<file path="src/rtl/timing_pkg.sv">
// Shared vertical-timing definitions for the clk74m pixel domain:
// line-number width, 720p raster height and the lock controller state encoding.
package timing_pkg;

  localparam int LINE_W      = 11;
  localparam int VTOTAL_720P = 750;

  typedef enum logic [2:0] {
    ST_IDLE   = 3'd0,
    ST_SEARCH = 3'd1,
    ST_ALIGN  = 3'd2,
    ST_LOCKED = 3'd3
  } lock_state_e;

endpackage

</file>
<file path="src/rtl/frame_edge_det.sv">
// Detects the start of a received frame: a valid line number lower than the
// previous valid one marks a wrap, reported one cycle later as frame_start.
module frame_edge_det
  import timing_pkg::*;
(
  input  logic              clk74m,
  input  logic              restart_n,
  input  logic              line_vld,
  input  logic [LINE_W-1:0] line_num,
  output logic              frame_start
);

  logic [LINE_W-1:0] last_num_q, last_num_d;
  logic              frame_start_q, frame_start_d;

  always_comb begin
    last_num_d    = line_vld ? line_num : last_num_q;
    // Strict compare: a repeated line number is not a wrap.
    frame_start_d = line_vld && (line_num < last_num_q);
  end

  // NOTE: state registers use non-blocking assignments so every flop samples
  // pre-edge values, independent of the order the blocks are evaluated in.
  always_ff @(posedge clk74m or negedge restart_n) begin
    if (!restart_n) begin
      last_num_q    <= '0;
      frame_start_q <= 1'b0;
    end else begin
      last_num_q    <= last_num_d;
      frame_start_q <= frame_start_d;
    end
  end

  assign frame_start = frame_start_q;

endmodule

</file>
<file path="src/rtl/vsync_lock_ctrl.sv">
// Frame-alignment controller: compares received frame starts with the local
// vertical count, pulses vclr until the raster agrees, then holds lock.
module vsync_lock_ctrl
  import timing_pkg::*;
#(
  parameter int LOCK_FRAMES   = 4,
  parameter int UNLOCK_MISSES = 3,
  parameter int WINDOW        = 2,
  parameter int VTOTAL        = VTOTAL_720P,
  parameter int WDOG_FRAMES   = 3
) (
  input  logic              clk74m,
  input  logic              restart_n,
  input  logic              enable,
  input  logic              line_vld,
  input  logic [LINE_W-1:0] line_num,
  input  logic [LINE_W-1:0] vcount,
  output logic              vclr,
  output logic              locked,
  output logic [2:0]        state,
  output logic [11:0]       phase_err,
  output logic [7:0]        resync_cnt
);

  localparam logic [11:0] HALF_VT  = 12'(VTOTAL / 2);
  localparam logic [11:0] VT_12    = 12'(VTOTAL);
  localparam logic [11:0] WIN_12   = 12'(WINDOW);
  localparam logic [3:0]  LOCK_N   = 4'(LOCK_FRAMES);
  localparam logic [3:0]  UNLOCK_N = 4'(UNLOCK_MISSES);
  localparam logic [3:0]  WDOG_N   = 4'(WDOG_FRAMES);

  lock_state_e       state_q, state_d;
  logic [3:0]        good_cnt_q, good_cnt_d;
  logic [3:0]        miss_cnt_q, miss_cnt_d;
  logic [3:0]        wdog_cnt_q, wdog_cnt_d;
  logic [LINE_W-1:0] prev_vcount_q;
  logic              vclr_q, vclr_d;
  logic [11:0]       phase_err_q, phase_err_d;
  logic [7:0]        resync_cnt_q, resync_cnt_d;

  logic        frame_start;
  logic        lwrap;
  logic        wdog_active;
  logic        in_window;
  logic [11:0] vc_ext, err, err_abs;

  frame_edge_det u_edge (
    .clk74m      (clk74m),
    .restart_n   (restart_n),
    .line_vld    (line_vld),
    .line_num    (line_num),
    .frame_start (frame_start)
  );

  assign lwrap = (vcount < prev_vcount_q);

  // Lines in the upper half of the raster are read as a negative (early) phase.
  always_comb begin
    vc_ext    = {1'b0, vcount};
    err       = (vc_ext < HALF_VT) ? vc_ext : (vc_ext - VT_12);
    err_abs   = err[11] ? (~err + 12'd1) : err;
    in_window = (err_abs <= WIN_12);
  end

  // NOTE: every signal written here gets a default first, so no path through
  // the block leaves a value unassigned and no latch is inferred.
  always_comb begin
    state_d      = state_q;
    good_cnt_d   = good_cnt_q;
    miss_cnt_d   = miss_cnt_q;
    wdog_cnt_d   = '0;
    vclr_d       = 1'b0;
    phase_err_d  = phase_err_q;
    wdog_active  = (state_q == ST_ALIGN) || (state_q == ST_LOCKED);

    if (wdog_active) begin
      if (frame_start)  wdog_cnt_d = '0;
      else if (lwrap)   wdog_cnt_d = wdog_cnt_q + 4'd1;
      else              wdog_cnt_d = wdog_cnt_q;
    end

    if (frame_start && (state_q != ST_IDLE)) phase_err_d = err;

    unique case (state_q)
      ST_IDLE: begin
        if (enable) state_d = ST_SEARCH;
      end
      ST_SEARCH: begin
        if (frame_start) begin
          vclr_d     = 1'b1;
          good_cnt_d = '0;
          state_d    = ST_ALIGN;
        end
      end
      ST_ALIGN: begin
        if (frame_start) begin
          if (!in_window) begin
            vclr_d     = 1'b1;
            good_cnt_d = '0;
          end else if (good_cnt_q + 4'd1 == LOCK_N) begin
            state_d    = ST_LOCKED;
            good_cnt_d = '0;
            miss_cnt_d = '0;
          end else begin
            good_cnt_d = good_cnt_q + 4'd1;
          end
        end
      end
      ST_LOCKED: begin
        if (frame_start) begin
          if (in_window) begin
            miss_cnt_d = '0;
          end else if (miss_cnt_q + 4'd1 == UNLOCK_N) begin
            state_d    = ST_SEARCH;
            miss_cnt_d = '0;
          end else begin
            miss_cnt_d = miss_cnt_q + 4'd1;
          end
        end
      end
      default: state_d = ST_IDLE;
    endcase

    // Incoming frames have stopped: re-search without disturbing the raster.
    if (wdog_active && (wdog_cnt_d == WDOG_N)) begin
      state_d    = ST_SEARCH;
      vclr_d     = 1'b0;
      good_cnt_d = '0;
      miss_cnt_d = '0;
      wdog_cnt_d = '0;
    end

    if (!enable) begin
      state_d     = ST_IDLE;
      vclr_d      = 1'b0;
      good_cnt_d  = '0;
      miss_cnt_d  = '0;
      wdog_cnt_d  = '0;
      phase_err_d = phase_err_q;
    end

    resync_cnt_d = (vclr_d && (resync_cnt_q != 8'hFF)) ? resync_cnt_q + 8'd1 : resync_cnt_q;
  end

  always_ff @(posedge clk74m or negedge restart_n) begin
    if (!restart_n) begin
      state_q       <= ST_IDLE;
      good_cnt_q    <= '0;
      miss_cnt_q    <= '0;
      wdog_cnt_q    <= '0;
      prev_vcount_q <= '0;
      vclr_q        <= 1'b0;
      phase_err_q   <= '0;
      resync_cnt_q  <= '0;
    end else begin
      state_q       <= state_d;
      good_cnt_q    <= good_cnt_d;
      miss_cnt_q    <= miss_cnt_d;
      wdog_cnt_q    <= wdog_cnt_d;
      prev_vcount_q <= vcount;
      vclr_q        <= vclr_d;
      phase_err_q   <= phase_err_d;
      resync_cnt_q  <= resync_cnt_d;
    end
  end

  assign vclr       = vclr_q;
  assign locked     = (state_q == ST_LOCKED);
  assign state      = state_q;
  assign phase_err  = phase_err_q;
  assign resync_cnt = resync_cnt_q;

endmodule

</file>
<file path="config.mk">
export PLATFORM = sky130hd
export DESIGN_NAME = vsync_lock_ctrl
export DESIGN_NICKNAME = d
export VERILOG_FILES = /design/src/rtl/timing_pkg.sv /design/src/rtl/frame_edge_det.sv /design/src/rtl/vsync_lock_ctrl.sv
export SDC_FILE = /design/constraint.sdc
export NUM_CORES = 1
export LEC_CHECK = 0
export BUFFER_PORTS_ARGS = -buffer_cell sky130_fd_sc_hd__buf_2
export CORE_MARGIN = 3
export CORE_UTILIZATION = 55
export CTS_CLUSTER_SIZE = 40
export DETAILED_ROUTE_END_ITERATION = 12
export PLACE_DENSITY = 0.77
export SLEW_MARGIN = 20
export SYNTH_ARGS = -nofsm -noshare
export SYNTH_HDL_FRONTEND = slang
export SYNTH_SLANG_ARGS = --single-unit
</file>
<file path="constraint.sdc">
create_clock -name clk74m -period 7.6 [get_ports clk74m]
set_input_delay 0.38 -clock clk74m [delete_from_list [all_inputs] [get_ports clk74m]]
set_output_delay 0.38 -clock clk74m [all_outputs]
set_load 0.02 [all_outputs]
</file>
==> impl_metrics.toml, run 1 <==
[grt]
grt_start_max_net_pins = 59
global_route_wire_length_before_repair_um = 12600
vias_in_the_first_global_route = 2751
grt.overflow.total = 0
globalRouteTotalUtil_pct = 20.8
initial_antenna_violation_count = 0

[flow_run]
max_cap_violations = 0

[setup_path]
worstPathBufferInverterCount = 1
worst-endpoint-required_ns = 7.87
endpoint_kind = "flip-flop"
cp_cell_sequence = "buf_2, ha_1, a21o_1, a31o_4, xnor2_2, ha_1, xor2_1, o41ai_2, nor2_2, nor3_2, a311oi_2, or4_1, o211ai_2"
worst-r2r-cell-count = 11
cp_max_fo = 9
reg2reg_slack_ns = 4.44
worst_r2r_startpoint = "prev_vcount_q[1]"
worst_setup_sp_type = "input pin"
crit_arrival_ns = 3.48
cpMostUsedCell = "sky130_fd_sc_hd__ha_1"
criticalPathCategory = "in -> reg"
critPathSlowestCell = "sky130_fd_sc_hd__or4_1"
cp_max_stage_delay_ns = 0.56
rr_endpoint = "miss_cnt_q[3]"
critical-path-top-delay-family = "compound AO/OA/AOI/OAI gates"

[layout]
antenna_cells_inserted = 0
multi_input_comb_area_sq_um = 2060
fin_nets = 487
post_route_cells_drive_above_1_share_pct = 20.8
final-seq-area_sq_um = 1450
n_fill_cell = 556
area_growth_syn_to_layout_pct = 13.5

[routing]
drtAntennaViolNets = 0
drt_pre_antenna_iters = 4
vias_per_cell = 5.70
detailedRoute.firstIterationViolations = 103
vias = 2908
wl_um = 7390
drt-wirelength-per-cell_um = 14.5
post-route-drc-count = 0

[synthesis]
synth-async-reset-ratio_pct = 100
synth.top_cells.by_count = "sky130_fd_sc_hd__dfrtp_1, sky130_fd_sc_hd__nand2_1, sky130_fd_sc_hd__ha_1, sky130_fd_sc_hd__inv_1, sky130_fd_sc_hd__o21ai_0"
synthTopCellsByArea = "sky130_fd_sc_hd__dfrtp_1, sky130_fd_sc_hd__ha_1, sky130_fd_sc_hd__nand2_1"
synth_area_sq_um = 3690
postSynthAreaPerCell_sq_um = 9.70
synth-edff-count = 0
syn_nets = 440
synthMostInstantiatedCell = "sky130_fd_sc_hd__dfrtp_1"
yosysSeqAreaShare_pct = 39.3
ys_types = 74
postSynthRegisterBits = 58
mapped_cells = 381
synth_largest_type_area_fraction_pct = 39.3
synth_area_leader_cell = "sky130_fd_sc_hd__dfrtp_1"
ys.flop_type = "sky130_fd_sc_hd__dfrtp_1"
ys_warn_count = 0

[sta]
timing.final.max_slew_violations = 0
rsz_0062_raised_after_global_routing = "no"
period_minus_slack_ns = 3.21
report.final.setup_viol = 0
fin_crit_sh_pct = 42.2
report.final.hold_viol_count = 0
final.setup.tns_ns = 0
post-route-worst-setup-slack_ns = 4.39
relSlewSlack_pct = 49.3
max_slew.worst_pin.slew_ns = 0.758
max_freq_mhz = 312
skew_ns = 0.00649

[pwr]
ir_worst_vdd_mv = 0.172
power.leakage_uw = 0.00213
seq_power_share_pct = 39.1
cellInternalPower_uw = 661
power_switching_uw = 342
switching_share_pct = 34.1
power_frac_clock_pct = 31.9
powerDensity_nw_per_um2 = 239
combPwrFrac_pct = 29.0

[hold_path]
holdCritPathClass = "in -> async"

[run_status]
status = "finished, final reports clean"

[floorplan]
die_boundary_width_um = 88.0
initial_core_utilization_pct = 57.5
floorplan.die.height_um = 88.0
floorplan.die_area_sq_um = 7740
top_level_ports = 51
rows = 29
core_region_area_sq_um = 6420

[clocking]
postCtsSetupRepairBufs = 0
clock_insertion_delay_worst_skew_ns = 0.35
htreeDepth = 3
cts_sinks = 58
post_cts_hold_buffer_count = 0
root_buffer = "sky130_fd_sc_hd__clkbuf_8"
clock_buffer_count_from_cts = 9
clock_tree_from_tritoncts = "yes"
max-clock-path-buffers = 2
clk_pin_slew_worst_paths_ns = 0.07
ctsResizeCount = 0

[placed_design]
hpwl_um = 5350
placer_congestion_estimate = 0.821
place_worst_setup_slack_ns = 4.07
io_buffer_count = 49
==> worst max-delay path by stage <==
stage	startpoint	to	slack [ns]	cells after the start
2_1_floorplan	vcount[1]	state[1]	4.49	12
3_3_place_gp	vcount[1]	miss_cnt_q[3]	4.16	12
3_5_place_dp	vcount[1]	miss_cnt_q[3]	4.07	13
4_1_cts	prev_vcount_q[1]	miss_cnt_q[3]	4.42	11
5_1_grt	vcount[1]	miss_cnt_q[3]	4.17	12
6_report	vcount[1]	miss_cnt_q[3]	4.39	13
==> metrics by stage <==
step	hold slack [ns]	util, %	power [uW]	std cells	instance area [sq um]
finish	0.153	65.3	1000	510	4190
global placement	0.458	61.9	681	494	3970
detailed placement	0.466	61.9	690	494	3970
global route	0.209	65.3	1070	510	4190
floorplan	0.0844	-	596	381	3690
CTS	0.191	65.3	1010	510	4190
==> power by group through the flow <==
| stage | Combinational [uW] | Clock, uW | Sequential, uW |
|---|---|---|---|
| after global placement | 285 | 0 | 397 |
| after detailed placement | 292 | 0 | 398 |
| final | 291 | 320 | 392 |
| after floorplan | 154 | 0 | 442 |
| after CTS | 294 | 326 | 392 |
| after global routing | 330 | 343 | 399 |
==> worst reg2reg max path, stage by stage, from the launching register on <==
cell and delay [ns]:
sky130_fd_sc_hd__dfrtp_1 0.36, sky130_fd_sc_hd__inv_1 0.06, sky130_fd_sc_hd__ha_1 0.22, sky130_fd_sc_hd__a21o_1 0.15
sky130_fd_sc_hd__a21o_1 0.16, sky130_fd_sc_hd__a21o_1 0.16, sky130_fd_sc_hd__a21oi_1 0.18, sky130_fd_sc_hd__o31a_1 0.31
sky130_fd_sc_hd__mux2i_1 0.65, sky130_fd_sc_hd__a311oi_2 0.19, sky130_fd_sc_hd__or4_1 0.56, sky130_fd_sc_hd__o211ai_2 0.07
==> logic make-up after synthesis <==
logic type | synth area share, %
AOI/OAI and AO/OA | 20.6
xor gates and xnor gates | 4.94
adders and majority gates | 11.2
buffers and inverters | 4.94
DFF | 39.3
muxes | 2.27
other | 0.101
and+or+nand+nor | 16.7
==> metal layers <==
layer  track usage [%]  wire length (um)  vias to the layer above
met2              32.8              3440                       74
met5                 0                 0                        -
met4              8.65               140                        0
met1              27.2              3450                     1359
li1                  -                 -                     1459
met3              5.55               366                       16
==> layout by cell type (no fill, tap or decap), types with 10 or more instances in the layout <==
cell	Yosys	final
sky130_fd_sc_hd__dfrtp_1	58	58
sky130_fd_sc_hd__ha_1	33	33
sky130_fd_sc_hd__o21ai_0	23	23
sky130_fd_sc_hd__nand2_1	40	40
sky130_fd_sc_hd__xor2_1	12	12
sky130_fd_sc_hd__nor3_1	12	12
sky130_fd_sc_hd__buf_2	5	49
sky130_fd_sc_hd__a21o_1	19	19
sky130_fd_sc_hd__clkbuf_8	0	10
sky130_fd_sc_hd__inv_1	29	29
sky130_fd_sc_hd__nor2_1	15	15
==> cell type report <==
type,instances,share of cell area [%]
multi-input cells,279,49.1
flip-flops and latches,58,34.6
repair buffers,50,6.03
clock buffers,11,3.37
inverters,30,2.69
well taps,77,2.30
clock inverters,5,1.85
==> registers in the layout, indices dropped and copies added, names as in the netlist <==
signal,cells
prev_vcount_q,11
wdog_cnt_q,4
u_edge.last_num_q,11
u_edge.frame_start,1
good_cnt_q,4
miss_cnt_q,4
state,2
vclr,1
phase_err,12
resync_cnt,8
No activity file was read; power rests on OpenSTA's default activity.
==> run 2, diff against run 1 <==
CORE_UTILIZATION = 52   (was 55)
PLACE_DENSITY = 0.76   (was 0.77)
clock period = 2.6 ns   (was 7.6 ns; I/O delays follow)
==> run 2 against run 1 <==
Effect of this change:
- the flow now finishes with violations (negative setup slack)
- utilization rose by 7.3 points
- critical path depth shrank 1
- worst setup slack worse by 4.4 ns
- worst hold slack worse by 0.14 ns
- combinational power rose to 3.8 times the previous value
- sequential cell count did not move
- die area grew 5.4%
- total power grew to 3.2 times the previous value
- clock skew up 0.0040 ns
- routed wire length grew 16%
- largest cell class unchanged
==> impl_metrics.toml, run 2 (synthesis gave the netlist of run 1 again) <==
[layout]
post_route_cells_drive_above_1_share_pct = 35.2
layout.cells.most_common_list = "sky130_fd_sc_hd__dfrtp_1, sky130_fd_sc_hd__buf_4, sky130_fd_sc_hd__buf_2, sky130_fd_sc_hd__nand2_1, sky130_fd_sc_hd__ha_1"
area_growth_syn_to_layout_pct = 34.1
antenna_cells_inserted = 0
postLayoutCoreUtil_pct = 72.5
fin_nets = 548
final_design_area_no_fill_sq_um = 4960
mostFrequentLayoutCell = "sky130_fd_sc_hd__dfrtp_1"
largest_register_ff_count = 12
final_cells = 590

[floorplan]
initial_core_utilization_pct = 54.1
rows = 30
floorplan.die.height_um = 90.3
floorplan.die_area_sq_um = 8150
top_level_ports = 51
die_boundary_width_um = 90.3
core_region_area_sq_um = 6830

[placed_design]
placement.cell_area_sq_um = 4430
hpwl_um = 6120
placer_congestion_estimate = 0.903
place.detailed.instances = 562
io_buffer_count = 49

[run_status]
status = "finished with violations"
failed_checks = "negative setup slack"

[routing]
post-route-drc-count = 0
drt-wirelength-per-cell_um = 14.6
vias_per_cell = 5.42
wl_um = 8610
detailedRoute.firstIterationViolations = 160
drt_pre_antenna_iters = 4
drtAntennaViolNets = 0
vias = 3198

[sta]
timing.final.max_slew_violations = 0
period_minus_slack_ns = 2.65
fin_worst_hold_slack_ns = 0.0109
max_freq_mhz = 377
relSlewSlack_pct = 43.2
fin_crit_sh_pct = 102
report.final.hold_viol_count = 0
post-route-worst-setup-slack_ns = -0.0528
skew_ns = 0.0105
rsz_0062_raised_after_global_routing = "yes"
max_slew.worst_pin.slew_ns = 0.851
report.final.setup_viol = 5

[hold_path]
holdCritPathClass = "in -> reg"

[grt]
initial_antenna_violation_count = 0
global_route_wire_length_before_repair_um = 14200
grt.overflow.total = 0
vias_in_the_first_global_route = 3110
grt_start_max_net_pins = 39
globalRouteTotalUtil_pct = 21.3

[clocking]
clock_tree_from_tritoncts = "yes"
cts_sinks = 58
root_buffer = "sky130_fd_sc_hd__clkbuf_8"
htreeDepth = 3
clock_buffer_count_from_cts = 9
clk_pin_slew_worst_paths_ns = 0.07
max-clock-path-buffers = 2
clock_insertion_delay_worst_skew_ns = 0.34

[pwr]
power.leakage_uw = 0.00249
powerDensity_nw_per_um2 = 651
ir_worst_vdd_mv = 0.531

[setup_path]
worst-endpoint-required_ns = 2.83
worst_setup_sp_type = "input pin"
endpoint_kind = "flip-flop"
cp_max_fo = 8
crit_arrival_ns = 2.89
criticalPathCategory = "in -> reg"

[flow_run]
max_cap_violations = 0
-- run 2: cell count changes in the layout (fill, tap and decap cells not counted), moves of 3 or more --
| cell | previous run | this run |
|---|---|---|
| sky130_fd_sc_hd__buf_4 | 1 | 55 |
| sky130_fd_sc_hd__buf_6 | 0 | 5 |
| sky130_fd_sc_hd__dlygate4sd3_1 | 0 | 3 |
| sky130_fd_sc_hd__nor2_1 | 15 | 12 |
| sky130_fd_sc_hd__nor2_2 | 1 | 4 |
| sky130_fd_sc_hd__o21ai_0 | 23 | 20 |
| sky130_fd_sc_hd__xnor2_1 | 7 | 4 |
-- run 2: final cells by class --
cell class | count | area [sq um]
Multi-Input combinational cell | 279 | 2290
Fill cell | 518 | 1880
Sequential cell | 58 | 1450
Timing Repair Buffer | 111 | 749
Clock buffer | 11 | 151
Tap cell | 96 | 120
Inverter | 30 | 113
Clock inverter | 5 | 85.1
-- run 2: stage by stage --
step	worst slack (ns)	TNS (ns)	total power, uW
after global routing	-0.155	-1.74	3410
final	-0.0528	-0.105	3230
after global placement	-0.258	-3.18	2130
after detailed placement	-0.363	-4.85	2170
after floorplan	-0.146	-0.758	1770
after CTS	-0.0570	-0.0787	3160
-- run 2: metal layers --
layer	wire length [um]	part of all wire, %	vias up	track usage, %
met2	4300	50	75	35.3
met1	3770	44	1519	27.6
met4	169	2.0	0	7.78
met3	366	4.3	14	4.25
li1	-	-	1590	-
met5	0	0	-	0
-- run 2: path summary, 6_finish.rpt --
| check | from | end | slack [ns] | cells past startpoint |
|---|---|---|---|---|
| min reg2reg | phase_err[8] | phase_err[8] | 0.48 | 2 |
| max in group asynchronous | restart_n | good_cnt_q[3] | 1.48 | 3 |
| min in group asynchronous | restart_n | phase_err[1] | 0.43 | 2 |
| min | line_num[10] | u_edge.last_num_q[10] | 0.01 | 3 |
| max reg2reg | prev_vcount_q[1] | miss_cnt_q[1] | -0.02 | 11 |
| max | vcount[1] | resync_cnt[1] | -0.05 | 12 |
-- run 2: critical path, cell delays in order --
cell and delay [ns]:
sky130_fd_sc_hd__buf_8 0.10, sky130_fd_sc_hd__ha_4 0.15, sky130_fd_sc_hd__a21o_1 0.19, sky130_fd_sc_hd__buf_6 0.13
sky130_fd_sc_hd__a31oi_4 0.22, sky130_fd_sc_hd__mux2i_2 0.30, sky130_fd_sc_hd__xor2_1 0.11, sky130_fd_sc_hd__o41ai_2 0.43
sky130_fd_sc_hd__nor2_2 0.12, sky130_fd_sc_hd__o31a_1 0.32, sky130_fd_sc_hd__o221ai_4 0.35, sky130_fd_sc_hd__mux2_4 0.34
-- run 2: repair_timing --
item                                    4_1_cts  5_1_grt
endpoints found under the setup margin        9       18
setup buffers                                 1        8
gates resized for setup                       5       33
pin swaps                                     2       11
hold buffers                                  3        0
hold endpoints to repair                     38        0
-- run 2: report_power, final --
group          internal [uW]  switching, uW
combinational            487            613
sequential              1050            102
clock                    597            383
total                   2130           1100
==> run 3, diff against run 2 <==
CORE_MARGIN = 2   (was 3)
CORE_UTILIZATION = 55   (was 52)
PLACE_DENSITY = 0.77   (was 0.76)
clock period = 3.2 ns   (was 2.6 ns; I/O delays follow)
==> run 3 against run 2 <==
Effect of this change:
- the run now ends clean
- clock-buffer cell count unchanged
- via count shrank 6.6%
- sequential share of layout area up 3.9 points
- final area down 12%
- worst hold slack improved by 0.021 ns
- critical path type unchanged
==> impl_metrics.toml, run 3 (synthesis gave the netlist of run 1 again) <==
[run_status]
status = "finished, final reports clean"

[layout]
layout.cells.most_common_list = "sky130_fd_sc_hd__dfrtp_1, sky130_fd_sc_hd__buf_2, sky130_fd_sc_hd__nand2_1, sky130_fd_sc_hd__ha_1, sky130_fd_sc_hd__inv_1"
n_fill_cell = 501
multi_input_comb_area_sq_um = 2110
area_growth_syn_to_layout_pct = 18.3
post_route_cells_drive_above_1_share_pct = 23.6
antenna_cells_inserted = 0
mostFrequentLayoutCell = "sky130_fd_sc_hd__dfrtp_1"
final-seq-area_sq_um = 1450
largest_register_ff_count = 12
fin_nets = 499

[setup_path]
cp_max_fo = 6
worst_setup_sp_type = "input pin"
crit_arrival_ns = 3.07
endpoint_kind = "flip-flop"
criticalPathCategory = "in -> reg"
cp_cell_sequence = "buf_2, ha_1, a21o_4, a31o_4, xnor2_2, ha_2, xor2_1, o41ai_2, nor2_2, or4_4, a21oi_4, mux2i_2, nor3b_2"
critPathSlowestCell = "sky130_fd_sc_hd__or4_4"
worst-endpoint-required_ns = 3.43
cp_max_stage_delay_ns = 0.54

[clocking]
clock_insertion_delay_worst_skew_ns = 0.34
cts_sinks = 58
clock_tree_from_tritoncts = "yes"
clock_buffer_count_from_cts = 9
clk_pin_slew_worst_paths_ns = 0.06
root_buffer = "sky130_fd_sc_hd__clkbuf_8"
htreeDepth = 3
max-clock-path-buffers = 2

[routing]
vias = 2987
post-route-drc-count = 0
wl_um = 7570
vias_per_cell = 5.72
drt-wirelength-per-cell_um = 14.5
drtAntennaViolNets = 0
detailedRoute.firstIterationViolations = 144
drt_pre_antenna_iters = 4

[grt]
initial_antenna_violation_count = 0
vias_in_the_first_global_route = 2896
grt.overflow.total = 0
globalRouteTotalUtil_pct = 22.6
global_route_wire_length_before_repair_um = 13300
grt_start_max_net_pins = 59

[placed_design]
io_buffer_count = 49
placer_congestion_estimate = 0.814
place_worst_setup_slack_ns = 0.0680
hpwl_um = 5360

[floorplan]
die_boundary_width_um = 86.0
rows = 29
initial_core_utilization_pct = 57.5
top_level_ports = 51
floorplan.die.height_um = 86.0
floorplan.die_area_sq_um = 7390
core_region_area_sq_um = 6420

[sta]
max_slew.worst_pin.slew_ns = 0.751
period_minus_slack_ns = 2.85
rsz_0062_raised_after_global_routing = "no"
final.setup.tns_ns = 0
post-route-worst-setup-slack_ns = 0.354
timing.final.max_slew_violations = 0
fin_crit_sh_pct = 88.9
skew_ns = 0.00741
report.final.setup_viol = 0
relSlewSlack_pct = 49.8
max_freq_mhz = 351
report.final.hold_viol_count = 0

[pwr]
powerDensity_nw_per_um2 = 575
ir_worst_vdd_mv = 0.572
power_uw = 2510
power.leakage_uw = 0.00222

[hold_path]
holdCritPathClass = "in -> reg"

[flow_run]
max_cap_violations = 0
==> run 3: critical path: cells and delay by family <==
| kind | cells | cell delay [ns] |
|---|---|---|
| AO/OA/AOI/OAI | 4 | 1.04 |
| AND/OR/NAND/NOR | 3 | 0.73 |
| adder cells (fa/ha/maj) | 2 | 0.48 |
| XOR/XNOR | 2 | 0.29 |
| multiplexers | 1 | 0.27 |
| buffers and inverters | 1 | 0.11 |
==> run 3: path summary, 6_finish.rpt <==
| check | from | end | slack, ns | cells past startpoint |
|---|---|---|---|---|
| worst min register to register | phase_err[5] | phase_err[5] | 0.48 | 2 |
| max in group asynchronous | restart_n | resync_cnt[2] | 2.23 | 3 |
| min in group asynchronous | restart_n | prev_vcount_q[3] | 0.50 | 3 |
| worst min-delay path | vcount[4] | prev_vcount_q[4] | 0.03 | 1 |
| worst max-delay path | vcount[1] | state[1] | 0.35 | 13 |
| worst max register to register | prev_vcount_q[1] | miss_cnt_q[3] | 0.39 | 11 |
==> run 3: final cells by class <==
type                    count  share of cell area (%)
inverters                  30                    2.58
well taps                  77                    2.20
clock buffers              11                    3.46
flip-flops and latches     58                    33.2
repair buffers             62                    8.07
clock inverters             5                    2.29
multi-input cells         279                    48.2
==> run 3: through the flow <==
stage	std cells	instance area, sq um	hold WS [ns]	utilization (%)
2_1_floorplan	381	3690	-0.136	-
3_3_place_gp	505	4060	0.351	63.2
6_report	522	4370	0.0317	68.1
3_5_place_dp	505	4060	0.355	63.2
5_1_grt	522	4370	0.0254	68.1
4_1_cts	523	4330	0.0200	67.4
==> run 3: where the power goes <==
part	internal, uW	switching [uW]	total (uW)
logic	288	448	736
clock network	557	290	846
registers	851	79.9	931
==> run 3: routing by layer <==
layer	global-route usage [%]	vias up	part of all wire, %
met5	0	-	0
li1	-	1479	-
met3	5.39	13	4.8
met4	8.37	0	1.3
met1	28.4	1420	44
met2	37.9	75	49
==> run 3: repair_timing <==
item,4_1_cts,5_1_grt
hold endpoints to repair,59,0
buffers inserted,0,0
gates resized for setup,0,8
hold buffers,2,0
setup endpoints to repair,0,12
